$ cat src/rtl/ram_arbiter_pkg.sv
// ============================================================================
// ram_arbiter_pkg : shared state, owner codes and helpers for the SRAM arbiter
// Revision: 1.0
// ============================================================================
`default_nettype none

package ram_arbiter_pkg;

   localparam int CNT_W = 4;

   typedef enum logic [1:0] {
      ST_IDLE   = 2'd0,
      ST_ACCESS = 2'd1,
      ST_DONE   = 2'd2
   } state_t;

   typedef enum logic {
      OWN_CPU = 1'b0,
      OWN_DMA = 1'b1
   } owner_t;

   function automatic logic is_req(input logic rd, input logic wr);
      return rd | wr;
   endfunction

endpackage

`default_nettype wire

$ cat src/rtl/ram_arbiter_rr_pick2.sv
// ============================================================================
// ram_arbiter_rr_pick2 : combinational two-way round-robin pick
// Revision: 1.0
// ============================================================================
`default_nettype none

module ram_arbiter_rr_pick2
   import ram_arbiter_pkg::*;
(
   input  logic   req_cpu_i,
   input  logic   req_dma_i,
   input  owner_t last_grant_i,
   output logic   grant_valid_o,
   output owner_t grant_id_o
);

   always_comb begin
      grant_valid_o = req_cpu_i | req_dma_i;
      grant_id_o    = OWN_CPU;
      // Under contention the master that was not served last wins.
      if (req_cpu_i && req_dma_i) begin
         grant_id_o = (last_grant_i == OWN_CPU) ? OWN_DMA : OWN_CPU;
      end else if (req_dma_i) begin
         grant_id_o = OWN_DMA;
      end
   end

endmodule

`default_nettype wire

$ cat src/rtl/ram_arbiter.sv
// ============================================================================
// ram_arbiter : shares one SRAM port between CPU and DMA masters, round-robin
// Revision: 1.0
// ============================================================================
`default_nettype none

module ram_arbiter
   import ram_arbiter_pkg::*;
#(
   parameter int RAM_CYCLES = 2,
   parameter int AW         = 22,
   parameter int DW         = 16
) (
   input  logic          clk_i,
   input  logic          reset_i,
   input  logic [AW-1:0] cpu_addr_i,
   input  logic [DW-1:0] cpu_wdata_i,
   output logic [DW-1:0] cpu_rdata_o,
   input  logic          cpu_rd_i,
   input  logic          cpu_wr_i,
   input  logic          cpu_byte_op_i,
   output logic          cpu_ack_o,
   input  logic [AW-1:0] dma_addr_i,
   input  logic [DW-1:0] dma_wdata_i,
   output logic [DW-1:0] dma_rdata_o,
   input  logic          dma_rd_i,
   input  logic          dma_wr_i,
   input  logic          dma_byte_op_i,
   output logic          dma_ack_o,
   output logic [AW-1:0] ram_addr_o,
   output logic [DW-1:0] ram_data_out_o,
   input  logic [DW-1:0] ram_data_in_i,
   output logic          ram_rd_o,
   output logic          ram_wr_o,
   output logic          ram_byte_op_o,
   output logic          dma_owner_o
);

   localparam logic [CNT_W-1:0] CNT_LOAD = CNT_W'(RAM_CYCLES - 1);

   state_t           state_q;
   owner_t           last_grant_q;
   owner_t           owner_q;
   logic [CNT_W-1:0] cnt_q;
   logic [CNT_W-1:0] cnt_d;
   logic [AW-1:0]    addr_q;
   logic [DW-1:0]    wdata_q;
   logic             byte_q;
   logic             wr_q;
   logic             ram_rd_q;
   logic             ram_wr_q;
   logic             cpu_ack_q;
   logic             dma_ack_q;
   logic [DW-1:0]    cpu_rdata_q;
   logic [DW-1:0]    dma_rdata_q;
   logic             dma_owner_q;

   logic             grant_valid;
   owner_t           grant_id;
   logic [AW-1:0]    sel_addr;
   logic [DW-1:0]    sel_wdata;
   logic             sel_byte;
   logic             sel_wr;

   ram_arbiter_rr_pick2 u_pick (
      .req_cpu_i     (is_req(cpu_rd_i, cpu_wr_i)),
      .req_dma_i     (is_req(dma_rd_i, dma_wr_i)),
      .last_grant_i  (last_grant_q),
      .grant_valid_o (grant_valid),
      .grant_id_o    (grant_id)
   );

   // Write wins when a master raises rd and wr together.
   always_comb begin
      sel_addr  = cpu_addr_i;
      sel_wdata = cpu_wdata_i;
      sel_byte  = cpu_byte_op_i;
      sel_wr    = cpu_wr_i;
      if (grant_id == OWN_DMA) begin
         sel_addr  = dma_addr_i;
         sel_wdata = dma_wdata_i;
         sel_byte  = dma_byte_op_i;
         sel_wr    = dma_wr_i;
      end
   end

   assign cnt_d = cnt_q - CNT_W'(1);

   always_ff @(posedge clk_i) begin
      if (reset_i) begin
         state_q      <= ST_IDLE;
         last_grant_q <= OWN_CPU;
         owner_q      <= OWN_CPU;
         cnt_q        <= '0;
         addr_q       <= '0;
         wdata_q      <= '0;
         byte_q       <= 1'b0;
         wr_q         <= 1'b0;
         ram_rd_q     <= 1'b0;
         ram_wr_q     <= 1'b0;
         cpu_ack_q    <= 1'b0;
         dma_ack_q    <= 1'b0;
         cpu_rdata_q  <= '0;
         dma_rdata_q  <= '0;
         dma_owner_q  <= 1'b0;
      end else begin
         cpu_ack_q <= 1'b0;
         dma_ack_q <= 1'b0;
         case (state_q)
            ST_IDLE: begin
               if (grant_valid) begin
                  owner_q     <= grant_id;
                  dma_owner_q <= (grant_id == OWN_DMA);
                  addr_q      <= sel_addr;
                  wdata_q     <= sel_wdata;
                  byte_q      <= sel_byte;
                  wr_q        <= sel_wr;
                  cnt_q       <= CNT_LOAD;
                  ram_rd_q    <= ~sel_wr;
                  ram_wr_q    <= sel_wr;
                  state_q     <= ST_ACCESS;
               end
            end
            ST_ACCESS: begin
               if (cnt_q == '0) begin
                  if (!wr_q) begin
                     if (owner_q == OWN_DMA) dma_rdata_q <= ram_data_in_i;
                     else                    cpu_rdata_q <= ram_data_in_i;
                  end
                  ram_rd_q  <= 1'b0;
                  ram_wr_q  <= 1'b0;
                  cpu_ack_q <= (owner_q == OWN_CPU);
                  dma_ack_q <= (owner_q == OWN_DMA);
                  state_q   <= ST_DONE;
               end else begin
                  cnt_q <= cnt_d;
               end
            end
            ST_DONE: begin
               last_grant_q <= owner_q;
               state_q      <= ST_IDLE;
            end
            default: state_q <= ST_IDLE;
         endcase
      end
   end

   assign ram_addr_o     = addr_q;
   assign ram_data_out_o = wdata_q;
   assign ram_byte_op_o  = byte_q;
   assign ram_rd_o       = ram_rd_q;
   assign ram_wr_o       = ram_wr_q;
   assign cpu_ack_o      = cpu_ack_q;
   assign dma_ack_o      = dma_ack_q;
   assign cpu_rdata_o    = cpu_rdata_q;
   assign dma_rdata_o    = dma_rdata_q;
   assign dma_owner_o    = dma_owner_q;

endmodule

`default_nettype wire
$ cat config.mk
export PLATFORM = sky130hd
export DESIGN_NAME = ram_arbiter
export DESIGN_NICKNAME = d
export VERILOG_FILES = /design/src/rtl/ram_arbiter_pkg.sv /design/src/rtl/ram_arbiter_rr_pick2.sv /design/src/rtl/ram_arbiter.sv
export SDC_FILE = /design/constraint.sdc
export NUM_CORES = 1
export LEC_CHECK = 0
export ABC_AREA = 1
export CAP_MARGIN = 0
export CORE_MARGIN = 10
export CORE_UTILIZATION = 40
export CTS_CLUSTER_SIZE = 20
export DETAILED_ROUTE_END_ITERATION = 7
export GPL_ROUTABILITY_DRIVEN = 0
export GPL_TIMING_DRIVEN = 0
export HOLD_SLACK_MARGIN = 0.02
export PLACE_DENSITY = 0.8
export SKIP_CTS_REPAIR_TIMING = 1
export SLEW_MARGIN = 20
export SYNTH_ARGS = -nofsm -noshare
export SYNTH_HDL_FRONTEND = slang
export SYNTH_SLANG_ARGS = --single-unit
export TNS_END_PERCENT = 20
$ cat constraint.sdc
create_clock -name clk_i -period 1.42 [get_ports clk_i]
set_input_delay 0.355 -clock clk_i [delete_from_list [all_inputs] [get_ports clk_i]]
set_output_delay 0.355 -clock clk_i [all_outputs]
set_load 0.005 [all_outputs]
Word level (Yosys, flattened, before mapping)
Index checks and enable logic that the tools add are counted.

Add/subtract/negate cells: 1. Equality and inequality tests: 5. Muxes and demuxes: 18. Bitwise gates (word level): 8. Reduce and logical (&&, ||, !) cells: 11.

Operators by type and width (count): 2-to-1 mux 22 bit (1); 2-to-1 mux 16 bit (1); 2-to-1 mux 1 bit (8); 2-to-1 mux 4 bit (2); one-hot mux 4 bit (2 select lines) (1); AND reduction 4 bit (2); != test 2 bit, second input constant (3); AND reduction 3 bit (2); NOT 1 bit (5); logical NOT 4 bit (1); 2-to-1 mux 2 bit (2); one-hot mux 1 bit (2 select lines) (2); one-hot mux 2 bit (2 select lines) (1); AND reduction 2 bit (2); subtractor 4 x 1 -> 4 bit, second input constant (1); OR 1 bit (3); OR reduction 3 bit (1); == test 2 x 1 -> 1 bit, second input constant (1); == test 2 bit, second input constant (1); logical NOT 2 bit (1); nonzero test 2 bit (1); logical AND 1 bit (1).

Register bits: 84. Input bits: 100. Word-level logic and storage cells: 57.

Depth between registers and ports, before layout
Gate-level depths: netlist of the first run.

Depth in word-level cells: 7. Gate-level depth with buffers: 9. Mapped depth without buffers: 8.

Cells and area by module
From an unflattened synthesis of the first run, not the netlist that was laid out.

Cells, all modules: 385. Area total of the unflattened synthesis: 3330.7 sq um.

Modules (own cells, without submodules): ram_arbiter (times used 1, cells each 382, area an instance 3315.7 sq um, seq. area each 1681.6 sq um); ram_arbiter_rr_pick2 (times used 1, cells each 3, area an instance 15.0 sq um, seq. area each 0.0 sq um).

Worst setup path before layout of the first run
No wires, ideal clock.

Kind: register -> register. From: register cnt_q[0]. To: register dma_rdata_q[10] (netlist: dma_rdata_o[10]). Library setup time: 113 ps. Arrival time: 1193 ps. Setup slack: 113 ps. Stages on the path, launching flop included: 9. Path buffers: 1. Clock period less this slack: 1307 ps. Cell sequence: dfxtp_1 > inv_1 > ha_1 > nand2_2 > nor2_4 > nand2_4 > buf_6 > o21ai_1 > nor2_1.

Cells in the longest elaborated chain, start to end: 2.

Ends and longest elaborated chain: start, declared (line ram_arbiter.sv:44) `logic [CNT_W-1:0] cnt_q;`; start signal, assigned (line ram_arbiter.sv:136) `cnt_q <= cnt_d;`; logical NOT 4 bit (line ram_arbiter.sv:125) `if (cnt_q == '0) begin`; AND reduction 4 bit (no source line); end signal, assigned (line ram_arbiter.sv:127) `if (owner_q == OWN_DMA) dma_rdata_q <= ram_data_in_i;`; end, declared (line ram_arbiter.sv:55) `logic [DW-1:0] dma_rdata_q;`.

Every way passes these cells. A chain may end at the register's enable or synchronous reset.

Final worst setup path of the first run
From: register cpu_rdata_q[0] (netlist: cpu_rdata_o[0]). To: output cpu_rdata_o[0].

RTL lines: start, declared (line ram_arbiter.sv:54) `logic [DW-1:0] cpu_rdata_q;`; start signal, assigned (line ram_arbiter.sv:128) `else cpu_rdata_q <= ram_data_in_i;`; end, declared (line ram_arbiter.sv:18) `output logic [DW-1:0] cpu_rdata_o,`.

No word-level cell between the ends.

==> summary.txt, run 1 <==
STA
  • Period utilisation layout: 110.0%
  • F_max: ~640 MHz
  • Max-slew violation count: 0
  • RSZ-0062 raised after global routing: yes
  • Worst Skew: 8.004 ps
  • Final WS setup: -142.1 ps
  • # setup viols final: 1
  • Relative slew slack: 70.53%
  • Slew @ Worst Pin: around 440 ps
  • Hold slack: slightly above 400 ps
  • Tmin final: roughly 1600 ps
  • Final Hold Vio Count: 0

Setup path
  • Worst path max stage delay: 510 ps
  • Slowest CP cell: clkdlybuf4s50_1
  • Worst path bufs/invs: 1
  • Critical path type: reg -> out
  • Largest delay share family, worst path: buffers and inverters
  • Critical path endpoint category: primary output
  • Data arrival time of the worst path: 1210 ps
  • WP data required: around 1100 ps
  • Critical path, cell by cell: clkdlybuf4s50_1
  • Critical path fanouts, max: 2
  • Startpoint types: flip-flop

Pwr
  • Switching share of power: between 30% and 40%
  • Clk pwr share: roughly a quarter
  • VDD IR max: around 0.62 mV
  • Sequential share of power: between 40% and 50%
  • NetSw: approximately 0.0022 W
  • Combinational power share: a little under a third
  • Internal: slightly below 0.005 W
  • Power Density: around 1200 nW/um2
  • Pleak: ~3.9 nW

Global route
  • Met2 usage: 28.40%
  • Busiest grt layer: met2
  • GR Overflow Total: 0
  • Total track usage: 17.60%
  • First-pass GRT wire length: about 19000 um
  • Met1 usage: between 10% and 20%
  • Grt met3 use: roughly 11%
  • Initial antenna violation count: 4
  • Largest net degree at the start of global routing: 16
  • Vias in the first global route: 3860

Routing
  • DR WL/cell: ~15 um
  • Drt via density: 4.715
  • Detailed Route Iter0 Violations: roughly 150
  • Routed vias: 3866
  • Routed WL: 12220 um
  • DRT antenna net count: 0
  • First drt pass iteration count: 4
  • Post-route DRC violation count: 0

Floorplanning
  • Initial Utilization: 41.00%
  • Die area: 13070 um2
  • Core area: roughly 8700 um2
  • Die H: around 110 um
  • Total I/O pin count: 176
  • Row count: 34
  • Die W: 114.3 um

Finish
  • Area of the multi-input gates: about 1700 um2
  • Layout cell share with drive strength beyond 1: between 10% and 20%
  • Fin nets: ~800
  • Fill cells: 720
  • Area growth from synthesis to layout: 68.88%
  • Reg area: roughly 1700 um2
  • Post-Route Utilization: between 60% and 70%

Yosys
  • Cell Area, Synth: around 3600 um2
  • Synth Area per Inst: just under 7 um2
  • Synth Register Bits: 84
  • Seq/Total Area, Yosys: a little under half
  • Post-synthesis cell count: roughly 510
  • Synth Net Count: 615
  • Count of different cell masters after synthesis: 25
  • Warnings from Yosys: 0

Placed design
  • Final HPWL DP: around 9500 um
  • Port Buffer Count: roughly 180
  • Dpl ws: -527.4 ps

CTS
  • Worst-path clk slew: around 90 ps
  • CTS Buffer Depth: 2
  • Clk_lat worst skew: ~350 ps
  • H-Tree Depth: 3
  • Root Driver: clkbuf_8
  • Total CTS buffers: 9
  • CTS tree: done
  • Num Clock Sinks: 84

Status
  • Status: finished, violations left
  • Failing checks: setup timing

Flow run
  • Max_cap viols: 0

Worst hold path
  • Hold Path Class: in -> reg
worst paths after layout:
kind | startpoint | endpoint | slack [ps] | cells past startpoint
max | cpu_rdata_o[0]$_SDFFE_PP0P_ | cpu_rdata_o[0] | -140 | 1
min reg2reg | dma_owner_o$_SDFFE_PP0P_ | cpu_ack_o$_SDFF_PP0_ | 440 | 1
max reg2reg | cnt_q[0]$_SDFFE_PP0P_ | dma_rdata_o[7]$_SDFFE_PP0P_ | 40 | 9
min | reset_i | state_q[0]$_SDFFE_PP0P_ | 410 | 2
flip-flops by register name, summed over array words and instances, names as in the netlist:
register and count:
ram_rd_o 1, cnt_q 4, ram_data_out_o 16, wr_q 1
dma_ack_o 1, ram_addr_o 22, ram_byte_op_o 1, cpu_ack_o 1
dma_rdata_o 16, state_q 2, ram_wr_o 1, dma_owner_o 1
cpu_rdata_o 16, last_grant_q 1
logic make-up (layout without fill, tap and decap cells):
family	after synthesis	count (layout)	share of synthesized area (%)
DFF	84	84	47.26
adders and majority gates	2	2	0.7031
AOI/OAI and AO/OA	45	45	6.470
buffers and inverters	40	235	6.540
and+or+nand+nor	342	342	39.03
other	0	4	0
cell usage after synthesis:
cell	n	share of area, %
nand2_1	244	26
dfxtp_1	84	47
nor2_1	63	6.6
o21ai_1	23	3.2
nor3_1	17	2.4
o21ai_0	16	2.3
inv_1	11	1.2
buf_2	8	1.1
buf_4	7	1.5
a21oi_1	5	0.70
nand3_1	5	0.70
buf_6	4	1.3
clkbuf_1	4	0.42
nand2_2	4	0.70
inv_2	3	0.32
nor2_2	3	0.53
nor2_4	3	0.95
ha_1	2	0.70
buf_1	1	0.11
buf_8	1	0.42
inv_6	1	0.25
nand2_4	1	0.32
nand3_4	1	0.49
nor2_8	1	0.56
o311a_1	1	0.28
power groups by stage:
stage | Sequential (W) | Clock (W) | Combinational (W)
finish | 0.00292 | 0.00189 | 0.00225
detailed placement | 0.00296 | 0 | 0.00224
global route | 0.00297 | 0.00202 | 0.00251
CTS | 0.00291 | 0.00193 | 0.00225
floorplan | 0.00297 | 0 | 0.00103
global placement | 0.00295 | 0 | 0.00219
metal layers:
metal,share of wire (%),up-vias
met4,1.9,0
li1,-,1976
met1,39,1707
met2,46,166
met3,13,17
met5,0,-
per-stage QoR:
step                total power (W)  std cells  area (um2)  TNS [ps]
finish                     0.007067        820        6010    -142.1
global route               0.007501        820        6010    -324.6
CTS                        0.007095        812        5669    -15710
detailed placement         0.005203        796        5445    -29560
global placement           0.005142        796        5445    -27050
floorplan                  0.003992        513        3558         0
cell usage in the layout (no fill, tap or decap), types with 9 or more instances in the layout:
cell | Yosys | final
nand2_1 | 244 | 243
o21ai_0 | 16 | 16
dfxtp_2 | 0 | 18
clkdlybuf4s50_1 | 0 | 95
nor3_1 | 17 | 14
o21ai_1 | 23 | 22
dlymetal6s2s_1 | 0 | 80
inv_1 | 11 | 9
nor2_1 | 63 | 62
dfxtp_1 | 84 | 66
clkbuf_8 | 0 | 9
layout make-up:
cell class / count / share of cell area [%]
Timing Repair Buffer: 179 / 32.94
Buffer: 25 / 3.248
Sequential cell: 84 / 28.36
Clock inverter: 7 / 1.666
Multi-Input combinational cell: 389 / 28.29
Antenna cell: 4 / 0.1666
Inverter: 15 / 1.020
Clock buffer: 9 / 2.061
Tap cell: 108 / 2.249
(Power assumes the default switching activity.)
==> inputs of run 2 (changes only) <==
--- a/config.mk
+++ b/config.mk
@@ -12,9 +12,8 @@
 export CTS_CLUSTER_SIZE = 20
 export DETAILED_ROUTE_END_ITERATION = 7
 export GPL_ROUTABILITY_DRIVEN = 0
-export GPL_TIMING_DRIVEN = 0
 export HOLD_SLACK_MARGIN = 0.02
-export PLACE_DENSITY = 0.8
+export PLACE_DENSITY_LB_ADDON = 0.25
 export SKIP_CTS_REPAIR_TIMING = 1
 export SLEW_MARGIN = 20
 export SYNTH_ARGS = -nofsm -noshare
==> summary.txt, run 2 (same netlist as run 1, synthesis figures left out) <==
Routing
  • First drt pass iteration count: 4
  • Met1 WL: ~4600 um
  • Routed vias: between 3000 and 4000
  • Drt via density: between 4 and 5
  • Routed WL: around 11000 um
  • Post-route DRC violation count: 0
  • Highest metal used: met5
  • DRT antenna net count: 0
  • Met2 routed WL: about 5500 um
  • Detailed Route Iter0 Violations: 130
  • Met3 Wirelength: around 1200 um
  • DR WL/cell: about 14 um

STA
  • RSZ-0062 raised after global routing: yes
  • # setup viols final: 0
  • Period utilisation layout: 96.77%
  • Slew @ Worst Pin: around 370 ps
  • Tmin final: approximately 1400 ps
  • F_max: 727.7 MHz
  • Worst Skew: 12.33 ps
  • Max-slew violation count: 0
  • Final Hold Vio Count: 0
  • Final WS setup: around 46 ps
  • Relative slew slack: about three quarters

Placed design
  • Area after DPL: 5474 um2
  • Port Buffer Count: about 180
  • Dpl ws: -315.1 ps
  • Final HPWL DP: a little under 9000 um

Setup path
  • Data arrival time of the worst path: around 1700 ps
  • Critical path endpoint category: flip-flop
  • Critical path fanouts, max: 17
  • RR Startpoint: cnt_q[1]$_SDFFE_PP0P_
  • Critical path type: reg -> reg
  • WP data required: approximately 1700 ps
  • Startpoint types: flip-flop
  • CP startpoint: cnt_q[1]$_SDFFE_PP0P_

Finish
  • Reg area: ~1700 um2
  • Fin nets: 792
  • Largest register FFs: 22
  • Area of the multi-input gates: 1673 um2
  • Area growth from synthesis to layout: 66.24%
  • Fill cells: around 750
  • Commonest cells after routing, fill and taps aside: nand2_1, clkdlybuf4s50_1, dlymetal6s2s_1
  • Most common cell after layout, fill and taps aside: nand2_1
  • Final instance area: 5916 um2
  • Layout cell share with drive strength beyond 1: 9.496%

CTS
  • Worst-path clk slew: about 90 ps
  • CTS tree: done
  • Total CTS buffers: 9
  • Root Driver: clkbuf_8
  • CTS Buffer Depth: 2
  • Clk_lat worst skew: ~350 ps
  • H-Tree Depth: 3
  • Num Clock Sinks: 84

Pwr
  • NetSw: 0.002212 W
  • Sequential share of power: between 40% and 50%
  • Combinational power share: about a third
  • Switching share of power: between 30 and 40%
  • Power Density: 1142 nW/um2
  • Internal: approximately 0.0045 W
  • VDD IR max: about 0.54 mV
  • Clk pwr share: a little under a quarter
  • Pleak: 3.831 nW

Global route
  • Initial antenna violation count: 2
  • Vias in the first global route: 3675
  • Total track usage: between 10% and 20%
  • First-pass GRT wire length: between 15000 and 20000 um
  • Largest net degree at the start of global routing: 38
  • GR Overflow Total: 0

Floorplanning
  • Total I/O pin count: ~180
  • Initial Utilization: between 40% and 50%
  • Row count: 34
  • Die H: 114.3 um
  • Die area: about 13000 um2
  • Core area: between 8000 and 9000 um2
  • Die W: around 110 um

Flow run
  • Max_cap viols: 0

Worst hold path
  • Hold Crit Start: dma_owner_o$_SDFFE_PP0P_
  • Hold Path Class: reg -> reg

Status
  • Status: finished clean
==> run 2: changes by cell type in the layout (fill, tap and decap cells not counted), moves of 3 or more <==
cell,previous run,this run
buf_6,7,1
clkbuf_4,3,0
o21ai_0,16,13
nand2_4,3,0
buf_2,5,0
diode_2,4,1
nor3_2,3,0
nor3_1,14,17
dfxtp_2,18,14
buf_12,0,7
o21ai_1,22,26
dfxtp_1,66,70
==> run 2: layer usage <==
| metal | GRT usage [%] | vias up |
|---|---|---|
| li1 | - | 1939 |
| met1 | 17.55 | 1668 |
| met2 | 26.46 | 131 |
| met3 | 8.386 | 9 |
| met4 | 5.347 | 2 |
| met5 | 0 | - |
==> run 2: area by class of cell <==
type                       instances  share of cell area (%)
sequential                        84                   28.72
antenna                            1                 0.04230
inverter                          15                   1.079
tap                              108                   2.284
clock buffer                       9                   2.094
multi-input combinational        389                   28.28
clock inverter                     7                  0.9729
timing repair buffer             191                   36.53
==> run 2: final timing paths <==
check,slack (ps),depth (start not counted),endpoint
worst min register to register,440,1,cpu_ack_o$_SDFF_PP0_
worst max-delay path,50,8,dma_rdata_o[7]$_SDFFE_PP0P_
worst min-delay path,440,1,cpu_ack_o$_SDFF_PP0_
worst max register to register,50,8,dma_rdata_o[7]$_SDFFE_PP0P_
==> run 2: metrics by stage <==
stage / instances / util, % / total power, W / hold WS [ps] / TNS (ps)
5_1_grt: 804 / 68.17 / 0.007187 / 464.1 / -123.5
4_1_cts: 802 / 65.17 / 0.006860 / 454.7 / -12570
2_1_floorplan: 513 / - / 0.003992 / 427.4 / 0
3_3_place_gp: 786 / 63.08 / 0.005213 / 435.9 / -14040
3_5_place_dp: 786 / 63.08 / 0.005273 / 439.9 / -16630
6_report: 804 / 68.17 / 0.006757 / 440.1 / 0
==> run 2: power by group through the flow <==
stage                     clock [W]  sequential, W  combinational [W]
after floorplan                   0        0.00297            0.00103
after global placement            0        0.00295            0.00226
after detailed placement          0        0.00296            0.00232
after CTS                   0.00162        0.00291            0.00233
after global routing        0.00172        0.00296            0.00251
final                       0.00158        0.00291            0.00226
==> run 2: critical path, cell delays in order (launching register included) <==
cell     delay, ps
dfxtp_1        330
inv_1          110
ha_4           170
nand2_2         80
nor2_4         170
nand2_8        130
inv_8          130
nor2_1          50
nor2_1         130
